`config.mk`:
```
export PLATFORM = sky130hd
export DESIGN_NAME = sc_decode_sched_flat
export DESIGN_NICKNAME = d
export VERILOG_FILES = /design/src/rtl/sc_decode_sched_if.sv /design/src/rtl/sc_decode_sched.sv /design/src/flat_wrapper.sv
export SDC_FILE = /design/constraint.sdc
export NUM_CORES = 1
export LEC_CHECK = 0
export CAP_MARGIN = 40
export CORE_MARGIN = 3
export CORE_UTILIZATION = 54
export CTS_CLUSTER_DIAMETER = 60
export CTS_CLUSTER_SIZE = 24
export DETAILED_ROUTE_END_ITERATION = 12
export GPL_TIMING_DRIVEN = 0
export PLACE_DENSITY = 0.89
export SLEW_MARGIN = 40
export SYNTH_ARGS = -nofsm -noshare
export SYNTH_HDL_FRONTEND = slang
export SYNTH_SLANG_ARGS = --single-unit
export TNS_END_PERCENT = 100
```
`constraint.sdc`:
```
create_clock -name clk -period 3.8 [get_ports clk]
set_clock_uncertainty 0.15 [all_clocks]
set_input_delay 0.76 -clock clk [delete_from_list [all_inputs] [get_ports clk]]
set_output_delay 0.76 -clock clk [all_outputs]
set_load 0.02 [all_outputs]
```
`src/rtl/sc_decode_sched_if.sv`:
```
// sc_decode_sched_if: op request channel to the f/g/leaf datapath plus its leaf result strobe.
interface sc_decode_sched_if #(
    parameter int LOG_N = 3,
    parameter int SW = (LOG_N > 1) ? $clog2(LOG_N) : 1
);
    logic             op_valid;
    logic             op_ready;
    logic [1:0]       op_type;
    logic [SW-1:0]    op_stage;
    logic [LOG_N-1:0] op_node;
    logic             res_valid;
    logic             res_sign;
    modport master (
        output op_valid, op_type, op_stage, op_node,
        input  op_ready, res_valid, res_sign
    );
    modport slave (
        input  op_valid, op_type, op_stage, op_node,
        output op_ready, res_valid, res_sign
    );
endinterface

```
`src/rtl/sc_decode_sched.sv`:
```
// sc_decode_sched: successive-cancellation schedule controller for one polar codeword.
// Issues f/g/leaf ops over valid/ready and collects frozen-masked leaf decisions into u_hat.
module sc_decode_sched #(
    parameter int LOG_N = 3,
    parameter logic [(1<<LOG_N)-1:0] FROZEN_MASK = 8'b0001_0111
) (
    input  logic                   clk,
    input  logic                   rst,
    input  logic                   start,
    output logic                   busy,
    output logic                   done,
    output logic                   u_valid,
    output logic                   u_bit,
    output logic [LOG_N-1:0]       u_index,
    output logic [(1<<LOG_N)-1:0]  u_hat,
    sc_decode_sched_if.master      io
);
    localparam int SW = (LOG_N > 1) ? $clog2(LOG_N) : 1;
    typedef enum logic [2:0] {IDLE, ISSUE, LEAF_REQ, LEAF_WAIT, DONE} state_t;
    state_t           state, state_n;
    logic [LOG_N-1:0] i, i_n, i_inc;
    logic [SW-1:0]    s, s_n;
    logic             b, take;

    function automatic logic [SW-1:0] ctz(input logic [LOG_N-1:0] x);
        ctz = '0;
        for (int k = LOG_N - 1; k >= 0; k--) if (x[k]) ctz = SW'(k);
    endfunction

    assign i_inc       = i + 1'b1;
    assign take        = (state == LEAF_WAIT) && io.res_valid;
    assign b           = FROZEN_MASK[i] ? 1'b0 : io.res_sign;
    assign busy        = (state != IDLE);
    assign done        = (state == DONE);
    assign io.op_valid = (state == ISSUE) || (state == LEAF_REQ);

    always_comb begin
        state_n = state;
        i_n     = i;
        s_n     = s;
        case (state)
            IDLE: if (start) begin
                state_n = ISSUE;
                i_n     = '0;
                s_n     = SW'(LOG_N - 1);
            end
            ISSUE: if (io.op_ready) begin
                if (s == '0) state_n = LEAF_REQ;
                else s_n = s - 1'b1;
            end
            LEAF_REQ: if (io.op_ready) state_n = LEAF_WAIT;
            LEAF_WAIT: if (io.res_valid) begin
                if (&i) state_n = DONE;
                else begin
                    state_n = ISSUE;
                    i_n     = i_inc;
                    s_n     = ctz(i_inc);
                end
            end
            DONE: state_n = IDLE;
            default: state_n = IDLE;
        endcase
    end

    always_ff @(posedge clk or posedge rst)
        if (rst) begin
            state <= IDLE;
            i     <= '0;
            s     <= '0;
        end else begin
            state <= state_n;
            i     <= i_n;
            s     <= s_n;
        end

    // op fields are computed from next-state values so they are valid from the first ISSUE cycle
    always_ff @(posedge clk or posedge rst)
        if (rst) begin
            io.op_type  <= '0;
            io.op_stage <= '0;
            io.op_node  <= '0;
            u_valid     <= 1'b0;
            u_bit       <= 1'b0;
            u_index     <= '0;
            u_hat       <= '0;
        end else begin
            io.op_type  <= (state_n == LEAF_REQ) ? 2'b10 : {1'b0, i_n[s_n]};
            io.op_stage <= (state_n == LEAF_REQ) ? '0 : s_n;
            io.op_node  <= (state_n == LEAF_REQ) ? i_n : i_n >> s_n;
            u_valid     <= take;
            if (take) begin
                u_bit      <= b;
                u_index    <= i;
                u_hat[i]   <= b;
            end else if (state == IDLE && start) u_hat <= '0;
        end
endmodule
```
`src/flat_wrapper.sv`:
```
// flat-port wrapper written by rule: the top's interface ports become plain ports
module sc_decode_sched_flat 
#(
    parameter int LOG_N = 3,
    parameter logic [(1<<LOG_N)-1:0] FROZEN_MASK = 8'b0001_0111
)
  (clk, rst, start, busy, done, u_valid, u_bit, u_index, u_hat, io_op_valid, io_op_type, io_op_stage, io_op_node, io_op_ready, io_res_valid, io_res_sign);
  sc_decode_sched_if #(.LOG_N(LOG_N)) io_i ();
  input  logic clk;
  input  logic rst;
  input  logic start;
  output logic busy;
  output logic done;
  output logic u_valid;
  output logic u_bit;
  output logic [LOG_N-1:0] u_index;
  output logic [(1<<LOG_N)-1:0] u_hat;
  output wire logic [$bits(io_i.op_valid)-1:0] io_op_valid;
  output wire logic [$bits(io_i.op_type)-1:0] io_op_type;
  output wire logic [$bits(io_i.op_stage)-1:0] io_op_stage;
  output wire logic [$bits(io_i.op_node)-1:0] io_op_node;
  input wire logic [$bits(io_i.op_ready)-1:0] io_op_ready;
  input wire logic [$bits(io_i.res_valid)-1:0] io_res_valid;
  input wire logic [$bits(io_i.res_sign)-1:0] io_res_sign;
  assign io_op_valid = io_i.op_valid;
  assign io_op_type = io_i.op_type;
  assign io_op_stage = io_i.op_stage;
  assign io_op_node = io_i.op_node;
  assign io_i.op_ready = io_op_ready;
  assign io_i.res_valid = io_res_valid;
  assign io_i.res_sign = io_res_sign;
  sc_decode_sched #(.LOG_N(LOG_N), .FROZEN_MASK(FROZEN_MASK)) u_core (.clk(clk), .rst(rst), .start(start), .busy(busy), .done(done), .u_valid(u_valid), .u_bit(u_bit), .u_index(u_index), .u_hat(u_hat), .io(io_i));
endmodule
```
* Word level (Yosys, flattened, before mapping) *
Memory sizes are Yosys's and may differ from the RTL's.
Index checks and enable logic that the tools add are counted.

storage, ports and cells
  memory bits (read-only) = 8
  flip-flop bits (word level) = 28
  logic and storage cells = 63
  input bits = 6
  memories = 1
  output and inout port bits = 23

operators by class
  eq/ne operators = 5
  order comparisons = 3
  multiplexer cells = 32
  add/sub/neg operators = 2
  shift-type cells = 1
  reduce and logical (&&, ||, !) cells = 9

memory list
  memory           words  width  read ports  clocked after Yosys merged registers in  wr ports  RTL line               RTL
  (no name shown)  8      1      1           0                                        0         sc_decode_sched.sv:32  assign b = FROZEN_MASK[i] ? 1'b0 : io.res_sign;

operator list
  cell                                                 number
  two-way mux 3 bit                                    10
  two-way mux 2 bit                                    10
  two-way mux 8 bit                                    2
  one-hot mux 3 bit (4 select lines)                   1
  equality test 3 x 2 -> 1 bit, second input constant  3
  bitwise mux 8 bit                                    1
  one-hot mux 2 bit (3 select lines)                   1
  one-hot mux 3 bit (2 select lines)                   1
  < comparator 3 x 4 -> 1 bit, second input constant   1
  two-way mux 1 bit                                    4
  adder 3 x 1 -> 3 bit, second input constant          1
  demux 1 bit (select 3 bit)                           1
  equality test 3 x 1 -> 1 bit, second input constant  1
  equality test 3 bit, second input constant           1
  >= comparator 3 x 1 -> 1 bit, second input constant  1
  logical AND 1 bit                                    3
  zero test 3 bit                                      1
  < comparator 2 x 3 -> 1 bit, second input constant   1
  AND reduction 3 bit                                  1
  nonzero test 3 bit                                   1
  >> shifter 3 x 2 -> 3 bit                            1
  binary-select mux 1 bit (select 2 bit)               1
  zero test 2 bit                                      1
  nonzero test 2 bit                                   1
  other kinds (2)                                      2

* Longest topological paths before layout *
Gate-level depths: netlist of the first run.

  word-level depth = 10
  depth in mapped cells = 11
  depth with buffers taken out = 8

* Worst setup path after synthesis of the first run *
OpenSTA, ideal clock, no wires.

  path kind = input to register
  start point = in io_res_valid
  end point = reg u_core.io.op_node[0]
  data required time = 3.564 ns
  data arrival time = 2.101 ns
  buffers on the path = 2
  path slack = 1.463 ns
  stages = 10
  cell sequence = nand2_1 or2_1 buf_6 clkinv_4 nand2_4 o21a_1 and2_4 buf_6 o31a_1 o221ai_2

on the way
  longest elaborated chain between the ends = 4
  elaborated cells between the ends (all ways) = 9
  classes of those cells = 1 x eq/ne; 1 x shift; 7 x mux

ends and longest elaborated chain
  element                                                                    RTL line                  RTL
  start, declared                                                            flat_wrapper.sv:23        input wire logic [$bits(io_i.res_valid)-1:0] io_res_valid;
  two-way mux 2 bit or two-way mux 3 bit (tied branches)                     sc_decode_sched.sv:52     LEAF_WAIT: if (io.res_valid) begin
  one-hot mux 2 bit (3 select lines), or another cell as far along           sc_decode_sched.sv:41     case (state)
  >> shifter 3 x 2 -> 3 bit or equality test 3 x 2 -> 1 bit (tied branches)  sc_decode_sched.sv:89     io.op_node <= (state_n == LEAF_REQ) ? i_n : i_n >> s_n;
  two-way mux 3 bit *                                                        sc_decode_sched.sv:89
  end signal, assigned                                                       sc_decode_sched.sv:89
  end, declared                                                              sc_decode_sched_if.sv:14  output op_valid, op_type, op_stage, op_node,

Mark *: on every way between the ends. The rest lies on a longest branch, timed or not.
A chain may end at the register's enable or synchronous reset.

* Worst setup path in the final report of the first run *
  start point = reg u_core.state[1]
  end point = out busy

on the way
  longest elaborated chain between the ends = 1

ends and longest elaborated chain
  element                 RTL line               RTL
  start, declared         sc_decode_sched.sv:20  state_t state, state_n;
  start signal, assigned  sc_decode_sched.sv:71  state <= state_n;
  nonzero test 3 bit      sc_decode_sched.sv:33  assign busy = (state != IDLE);
  end, declared           flat_wrapper.sv:12     output logic busy;

No other way between the ends.

==> results.md, run 1 <==
- Fin worst setup slack: 1.02 ns
- Postcts setup bufs: 0
- Drt pass-1 iters: 4
- Comb pwr share: 52.9%
- Placer Congestion: 0.874
- Grt ovf: 0
- Vias in the first global route: 1151
- Longest Clk Path Bufs: 2
- Post-Place Cells: 207
- Ys async rst share: 100%
- CTS buffer count: 3
- Reg2Reg Capture Point: u_core.io.op_node[0]
- Post-route insts no fill: 211
- Least-Margin Pin Slew: 0.621 ns
- Routed Antenna Nets: 0
- Routed WL: 3.10 mm
- Die area: 3370 um^2
- Initial Utilization: 58.0%
- Resized Gates After CTS: 0
- Synthesized net count: 160
- Most instantiated cells after synthesis: dfrtp_1 (28), nand2_1 (15), inv_1 (13)
- Htree depth: 1
- CP Cell Sequence: buf_2, or3_1, clkdlybuf4s50_1
- Via count: 1214
- Internal power: 795 uW
- Worst Path Arrival: 1.87 ns
- Flop pwr share: 33.0%
- Synthesized flop and latch total: 28
- GRT Util Overall: 19.7%
- Max_slew headroom: 58.4%
- Fin crit share: 73.2%
- First-pass GRT wire length: 5.25 mm
- Buf/Inv on CP: 2
- Launch point of the critical path: u_core.state[1]
- Leak: 0.000804 uW
- Setup slack after placement: 0.732 ns
- Psw: 547 uW
- Sw Share: 40.7%
- Crit Path Category: register to primary output
- CP Capture Point: busy
- Worst path required time: 2.89 ns
- Period minus WS final: 2.78 ns
- Share of cells above drive strength 1: 9.94%
- Final hold vios: 0
- Clk sinks: 28
- Unrepaired setup endpoints after global routing: false
- Stages on worst setup path: 3
- Yosys warning total: 0
- Peak supply drop: 0.557 mV
- CTS tree: built
- Wire length per cell: 14.7 um
- Antenna diodes: 0
- Row Count: 18
- Top cells by area, synth: dfrtp_1 (48%), ha_1 (4.3%), nand2_1 (3.8%)
- Die Ht: 58.1 um
- Post-CTS Hold Fix Bufs: 0
- Post-synthesis sequential area ratio: 47.9%
- Synth area leader: dfrtp_1
- Status: completed
- Largest net degree at the start of global routing: 29
- Worst path slowest cell: clkdlybuf4s50_1
- Clk_lat worst skew: 0.32 ns
- Cell variety after synth: 44
- Initial antenna violation count: 0
- Final net count: 193
- Cells on worst reg2reg path: 9
- Post-synth EDFFs: 0
- Setup TNS: 0 ns
- Dpl hpwl: 2.36 mm
- MaxCap Viol Count: 0
- Clock power frac: 14.2%
- Mapped cell area: 1460 um^2
- Setup violations, final: 0
- Min-Delay Path Class: register to register
- Yosys top cell area share: 47.9%
- Crit path largest cell delay: 0.54 ns
- Reg2reg start: u_core.i[2]
- CP startpoint kind: register
- Syn Inst Count: 149
- Core area: 2520 um^2
- Slew Viols, Final: 0
- Power Total: 1340 uW
- Pwr/cell area: 732 nW/um^2
- Worst R2R Setup Slack: 1.31 ns
- Fmax: 359 MHz
- Port-buffer cells: 28
- Io pins: 29
- Initial DRC Count: 39
- Syn_area_per_cell: 9.82 um^2
- Top Family by Delay on Critical Path: buffers and inverters
- Cell with the most instances after synthesis: dfrtp_1
- Area Growth Syn to Fin: 25.3%
- Main synth FF type: dfrtp_1
- Chip width: 58.1 um
- DRC: 0
- Routed vias/inst: 5.75
- CTS root buf: clkbuf_4
- CTS clk-pin slew, worst paths: 0.15 ns
- CP Max Fanout: 10
- Critical path endpoint category: primary output
==> cell type report <==
| type | instances | area (um^2) |
|---|---|---|
| Clock inverter | 1 | 30.0 |
| Buffer | 9 | 60.1 |
| Inverter | 14 | 57.6 |
| Multi-Input combinational cell | 98 | 646 |
| Fill cell | 199 | 688 |
| Sequential cell | 28 | 701 |
| Tap cell | 30 | 37.5 |
| Clock buffer | 3 | 22.5 |
| Timing Repair Buffer | 28 | 280 |
==> power by group through the flow <==
stage | clock [uW] | sequential [uW] | combinational (uW)
floorplan | 0 | 499 | 418
global placement | 0 | 440 | 682
detailed placement | 0 | 447 | 707
CTS | 194 | 442 | 712
global route | 205 | 454 | 777
finish | 190 | 443 | 709
==> worst min path at each step <==
stage / start / slack (ns) / cells past startpoint / endpoint
floorplan: u_core.state[2] / 0.37 / 2 / u_core.state[1]
global placement: u_core.u_index[0] / 0.31 / 2 / u_core.u_index[0]
detailed placement: u_core.u_index[0] / 0.32 / 2 / u_core.u_index[0]
CTS: u_core.u_index[0] / 0.36 / 2 / u_core.u_index[0]
global route: u_core.u_index[1] / 0.38 / 2 / u_core.u_index[1]
finish: u_core.u_index[1] / 0.35 / 2 / u_core.u_index[1]
==> per-layer routing <==
metal / wire (um) / share of wire (%) / up-vias / GRT usage, %
li1: - / - / 591 / -
met1: 1330 / 43 / 592 / 25.0
met2: 1670 / 54 / 31 / 36.5
met3: 102 / 3.3 / 0 / 2.23
met4: 0 / 0 / 0 / 3.31
met5: 0 / 0 / - / 0
==> through the flow <==
stage / util [%] / instance area, um^2 / hold slack [ns]
final: 72.7 / 1830 / 0.349
after global routing: 72.7 / 1830 / 0.377
after CTS: 72.7 / 1830 / 0.356
after detailed placement: 70.6 / 1780 / 0.322
after global placement: 70.6 / 1780 / 0.311
after floorplan: - / 1460 / 0.368
==> flip-flops by register name, summed over array words and instances (netlist names) <==
signal and count:
u_core.u_index 3, u_core.s 2, u_core.io.op_type 2, u_core.u_valid 1, u_core.state 3, u_core.u_hat 8
u_core.io.op_node 3, u_core.io.op_stage 2, u_core.i 3, u_core.u_bit 1
==> layout by cell type (no fill, tap or decap), drive strengths merged, types with 2 or more instances in the layout <==
cell type / n
ha: 5
inv: 13
dfrtp: 28
clkdlybuf4s50: 28
buf: 6
a211oi: 2
or2: 4
nor3b: 3
a21oi: 5
o21a: 2
and2: 2
nand2: 16
o311ai: 3
o31ai: 2
nand3b: 3
nor2: 8
o21ai: 8
o41ai: 3
nand3: 10
nor3: 4
clkbuf: 6
==> kinds of logic (layout without fill, tap and decap cells) <==
| group | Yosys count | in the layout | synth area share, % |
|---|---|---|---|
| muxes | 1 | 1 | 0.684 |
| adders and majority gates | 5 | 5 | 4.27 |
| buffers and inverters | 23 | 55 | 8.03 |
| and+or+nand+nor | 54 | 54 | 19.9 |
| xor gates and xnor gates | 1 | 1 | 0.598 |
| AOI/OAI and AO/OA | 37 | 37 | 18.6 |
| DFF | 28 | 28 | 47.9 |
==> worst reg2reg max path, cell delays in order (launching register included) <==
cell and delay, ns:
dfrtp_1 0.45, clkbuf_1 0.34, inv_1 0.23, ha_1 0.33, nand3b_1 0.07, o21a_1 0.19
and2_4 0.16, buf_6 0.12, o31a_1 0.25, o221ai_2 0.14
Power figures use the tool's default switching activity.
==> inputs of run 2 (changes only) <==
--- a/config.mk
+++ b/config.mk
@@ -7,12 +7,12 @@
 export LEC_CHECK = 0
 export CAP_MARGIN = 40
 export CORE_MARGIN = 3
-export CORE_UTILIZATION = 54
+export CORE_UTILIZATION = 51
 export CTS_CLUSTER_DIAMETER = 60
 export CTS_CLUSTER_SIZE = 24
 export DETAILED_ROUTE_END_ITERATION = 12
 export GPL_TIMING_DRIVEN = 0
-export PLACE_DENSITY = 0.89
+export PLACE_DENSITY = 0.85
 export SLEW_MARGIN = 40
 export SYNTH_ARGS = -nofsm -noshare
 export SYNTH_HDL_FRONTEND = slang
==> constraint.sdc (replaced) <==
create_clock -name clk -period 2.7 [get_ports clk]
set_clock_uncertainty 0.15 [all_clocks]
set_input_delay 0.54 -clock clk [delete_from_list [all_inputs] [get_ports clk]]
set_output_delay 0.54 -clock clk [all_outputs]
set_load 0.02 [all_outputs]
==> run 2 against run 1 <==
Effect of this change: first-iteration DRC count grew 54%; utilization shrank 1.9 points; critical path depth is the same; global-route usage up 0.54 points; final cell count unchanged; final area is the same; sequential share of layout area unchanged; worst setup slack got worse by 0.92 ns; wire length is 3.6% higher; non-clock buffer count did not move; largest power group unchanged; highest routed layer is now met4.
==> results.md, run 2 (synthesis results as in run 1) <==
- Row Count: 18
- Clk sinks: 28
- Initial Utilization: 56.5%
- Critical path endpoint category: primary output
- Fin crit share: 96.6%
- Longest Clk Path Bufs: 2
- Status: completed
- CTS root buf: clkbuf_4
- Htree depth: 1
- Clock power frac: 14.6%
- Postcts setup bufs: 0
- Internal power: 1120 uW
- Area Growth Syn to Fin: 25.3%
- Worst path required time: 2.01 ns
- Post-CTS Hold Fix Bufs: 0
- Least-Margin Pin Slew: 0.621 ns
- CP startpoint kind: register
- Worst Path Arrival: 1.92 ns
- Final hold vios: 0
- Clk_lat worst skew: 0.33 ns
- First-pass GRT wire length: 5.47 mm
- Io pins: 29
- Period minus WS final: 2.61 ns
- Post-route insts no fill: 211
- GRT Util Overall: 20.3%
- Vias in the first global route: 1185
- Crit Path Category: register to primary output
- Largest register FFs: 8
- CTS clk-pin slew, worst paths: 0.16 ns
- Drt pass-1 iters: 5
- Psw: 775 uW
- Routed vias/inst: 5.73
- Setup violations, final: 0
- Core area: 2590 um^2
- Fmax: 383 MHz
- Routed WL: 3.21 mm
- Comb pwr share: 52.8%
- Die area: 3550 um^2
- Wire length per cell: 15.2 um
- Dpl hpwl: 2.32 mm
- Crit path largest cell delay: 0.54 ns
- Biggest register: u_core.u_hat
- Hold slack: 0.351 ns
- Power Total: 1890 uW
- Grt ovf: 0
- DRC: 0
- Leak: 0.000804 uW
- Sw Share: 40.9%
- Slew Viols, Final: 0
- Max_slew headroom: 58.4%
- Placer Congestion: 0.878
- CTS buffer count: 3
- Largest net degree at the start of global routing: 29
- Initial DRC Count: 60
- Via count: 1210
- Worst R2R Setup Slack: 0.18 ns
- Port-buffer cells: 28
- Resized Gates After CTS: 0
- Share of cells above drive strength 1: 9.94%
- Pwr/cell area: 1030 nW/um^2
- CP Max Fanout: 10
- Post-Place Cells: 207
- Routed Antenna Nets: 0
- Chip width: 59.6 um
- Antenna diodes: 0
- Flop pwr share: 32.6%
- Min-Delay Path Class: register to register
- CTS tree: built
- Top Family by Delay on Critical Path: buffers and inverters
- MaxCap Viol Count: 0
- Die Ht: 59.6 um
- Unrepaired setup endpoints after global routing: false
- Peak supply drop: 0.820 mV
- Initial antenna violation count: 0
- Buf/Inv on CP: 2
- CP Cell Sequence: buf_2, or3_1, clkdlybuf4s50_1
- Worst path slowest cell: clkdlybuf4s50_1
- Final net count: 193
- Most frequent cells in the layout: clkdlybuf4s50_1 (28), dfrtp_1 (28), nand2_1 (15)
==> run 2: metrics by stage <==
| stage | util (%) | setup TNS (ns) | area (um^2) | setup WS, ns |
|---|---|---|---|---|
| after global routing | 70.8 | 0 | 1830 | 0.0224 |
| after floorplan | - | 0 | 1460 | 0.497 |
| after global placement | 68.8 | -0.259 | 1780 | -0.116 |
| final | 70.8 | 0 | 1830 | 0.0924 |
| after CTS | 70.8 | 0 | 1830 | 0.0911 |
| after detailed placement | 68.8 | -0.417 | 1780 | -0.160 |
==> run 2: layer usage <==
| layer | GRT usage [%] | wire length [um] | vias up |
|---|---|---|---|
| li1 | - | - | 595 |
| met3 | 4.14 | 230 | 6 |
| met1 | 27.2 | 1380 | 560 |
| met5 | 0 | 0 | - |
| met2 | 32.8 | 1570 | 49 |
| met4 | 6.33 | 34 | 0 |
==> run 2: power by group through the flow <==
stage	Clock [uW]	Combinational, uW	Sequential, uW
final	277	999	618
after global placement	0	964	619
after floorplan	0	589	703
after detailed placement	0	990	626
after CTS	282	998	617
after global routing	295	1100	633
==> run 2: area by class of cell <==
type | count | area (um^2)
multi-input cells | 98 | 646
well taps | 30 | 37.5
plain buffers | 9 | 60.1
flip-flops and latches | 28 | 701
clock buffers | 3 | 22.5
fillers | 202 | 756
clock inverters | 1 | 30.0
inverters | 14 | 57.6
repair buffers | 28 | 280
==> run 2: final timing paths <==
check,endpoint,cells past startpoint,from
setup / recovery,busy,3,u_core.state[1]
hold / removal,u_core.u_index[1],2,u_core.u_index[1]
setup reg to reg,u_core.io.op_node[0],9,u_core.i[2]
hold reg to reg,u_core.u_index[1],2,u_core.u_index[1]
max in group asynchronous,u_core.u_index[0],2,rst
min in group asynchronous,u_core.i[1],2,rst
==> run 2: worst register-to-register path, cell delays in order (launching register included) <==
cell      delay, ns
dfrtp_1        0.42
clkbuf_1       0.36
inv_1          0.23
ha_1           0.34
nand3b_1       0.08
o21a_1         0.19
and2_4         0.16
buf_6          0.12
o31a_1         0.25
o221ai_2       0.16
==> inputs of run 3 (changes only) <==
--- a/config.mk
+++ b/config.mk
@@ -5,6 +5,7 @@
 export SDC_FILE = /design/constraint.sdc
 export NUM_CORES = 1
 export LEC_CHECK = 0
+export ABC_AREA = 0
 export CAP_MARGIN = 40
 export CORE_MARGIN = 3
 export CORE_UTILIZATION = 51
@@ -13,6 +14,7 @@
 export DETAILED_ROUTE_END_ITERATION = 12
 export GPL_TIMING_DRIVEN = 0
 export PLACE_DENSITY = 0.85
+export REMOVE_ABC_BUFFERS = 1
 export SLEW_MARGIN = 40
 export SYNTH_ARGS = -nofsm -noshare
 export SYNTH_HDL_FRONTEND = slang
==> run 3 against run 2 <==
Effect of this change: utilization shrank 2.3 points; first-iteration DRC count down 62%; die area is the same; maximum frequency increased by 2.6%; wire length decreased by 9.8%; final area decreased by 3.3%; clock power hardly changed; non-clock buffer count down 9; via count shrank 4.0%; hold slack worse by 0.0065 ns; sequential power up 8.3%; sequential cell count is the same; critical endpoint unchanged; highest routed layer unchanged.
==> results.md, run 3 (synthesis results as in run 1) <==
- Max_slew headroom: 59.1%
- Clk_lat worst skew: 0.33 ns
- Via count: 1161
- Chip width: 59.6 um
- Setup slack after placement: -0.156 ns
- Post-CTS Hold Fix Bufs: 0
- Routed vias/inst: 5.75
- Min-Delay Path Class: register to register
- Drt pass-1 iters: 4
- First-pass GRT wire length: 5.01 mm
- Core area: 2590 um^2
- Fin util: 68.5%
- Fmax: 394 MHz
- GRT Util Overall: 18.5%
- Unrepaired setup endpoints after global routing: false
- Longest Clk Path Bufs: 2
- Worst path required time: 2.01 ns
- Internal power: 1080 uW
- Fin crit share: 94.1%
- Crit path largest cell delay: 0.57 ns
- Hold slack: 0.344 ns
- Grt ovf: 0
- CP Cell Sequence: or3_1, clkdlybuf4s50_1
- Largest net degree at the start of global routing: 29
- CTS tree: built
- Final net count: 184
- MaxCap Viol Count: 0
- Peak supply drop: 0.699 mV
- Postcts setup bufs: 0
- Most frequent cells in the layout: clkdlybuf4s50_1 (28), dfrtp_1 (28), nand2_1 (15)
- CP startpoint kind: register
- Period minus WS final: 2.54 ns
- Area Growth Syn to Fin: 21.2%
- Leak: 0.000772 uW
- CTS buffer count: 3
- Biggest register: u_core.u_hat
- Slew Viols, Final: 0
- Initial antenna violation count: 0
- Largest register FFs: 8
- Area of the multi-input gates: 646 um^2
- Sw Share: 41.1%
- Routed WL: 2.90 mm
- DRC: 0
- Clk sinks: 28
- Wire length per cell: 14.3 um
- Psw: 750 uW
- Routed Antenna Nets: 0
- Setup TNS: 0 ns
- Die area: 3550 um^2
- CTS clk-pin slew, worst paths: 0.16 ns
- Worst Path Arrival: 1.85 ns
- Initial Utilization: 56.5%
- Clock power frac: 15.1%
- Placer Congestion: 0.855
- Final hold vios: 0
- Filler cells: 200
- Row Count: 18
- CP Max Fanout: 14
- Vias in the first global route: 1147
- Dpl hpwl: 2.18 mm
- Antenna diodes: 0
- Status: completed
- Critical path endpoint category: primary output
- Seq. cell area: 701 um^2
- Htree depth: 1
- Worst path slowest cell: dfrtp_1
- Comb pwr share: 48.2%
- Port-buffer cells: 28
- Flop pwr share: 36.6%
- Die Ht: 59.6 um
- Initial DRC Count: 23
- Least-Margin Pin Slew: 0.610 ns
- Share of cells above drive strength 1: 6.98%
- Io pins: 29
- Resized Gates After CTS: 0
- Pwr/cell area: 1030 nW/um^2
- CTS root buf: clkbuf_4
- Fin worst setup slack: 0.159 ns
- Setup violations, final: 0
- Crit Path Category: register to primary output
==> run 3: cell types whose count changed in the layout (fill, tap and decap cells not counted), sizes merged <==
cell	previous run	this run
buf	6	0
clkbuf	6	3
==> run 3: final timing paths <==
check,from,endpoint,slack [ns],cells past startpoint
max,u_core.state[1],busy,0.16,2
min in group asynchronous,rst,u_core.s[0],0.40,2
min,u_core.u_index[2],u_core.u_index[2],0.34,2
max in group asynchronous,rst,u_core.io.op_node[2],1.63,2
max reg2reg,u_core.state[1],u_core.io.op_node[0],0.19,6
min reg2reg,u_core.u_index[2],u_core.u_index[2],0.34,2
==> run 3: cell type report <==
cell class / instances / share of cell area [%]
Inverter: 14 / 3.24
Clock inverter: 1 / 1.69
Sequential cell: 28 / 39.5
Tap cell: 30 / 2.12
Multi-Input combinational cell: 98 / 36.4
Clock buffer: 3 / 1.27
Timing Repair Buffer: 28 / 15.8
==> run 3: routing by layer <==
metal / GRT usage, % / wire length, um / vias up
met1: 22.6 / 1220 / 545
met4: 6.33 / 31 / 0
li1: - / - / 573
met3: 2.83 / 151 / 4
met2: 32.8 / 1490 / 39
met5: 0 / 0 / -
==> run 3: power by group through the flow <==
| stage | clock network [uW] | logic (uW) | registers, uW |
|---|---|---|---|
| after global placement | 0 | 860 | 669 |
| after global routing | 298 | 970 | 691 |
| after detailed placement | 0 | 880 | 677 |
| after CTS | 280 | 885 | 668 |
| final | 276 | 881 | 669 |
| after floorplan | 0 | 499 | 740 |
==> run 3: critical path, delay by kind of cell, from the launching register on <==
family	cells	cell delay (ns)
flip-flops	1	0.57
buffers and inverters	1	0.54
AND/OR/NAND/NOR	1	0.40
==> run 3: stage by stage <==
| stage | power (uW) | cell area (um^2) | instances |
|---|---|---|---|
| 6_report | 1830 | 1770 | 202 |
| 5_1_grt | 1960 | 1770 | 202 |
| 4_1_cts | 1830 | 1770 | 202 |
| 3_5_place_dp | 1560 | 1720 | 198 |
| 3_3_place_gp | 1530 | 1720 | 198 |
| 2_1_floorplan | 1240 | 1400 | 140 |
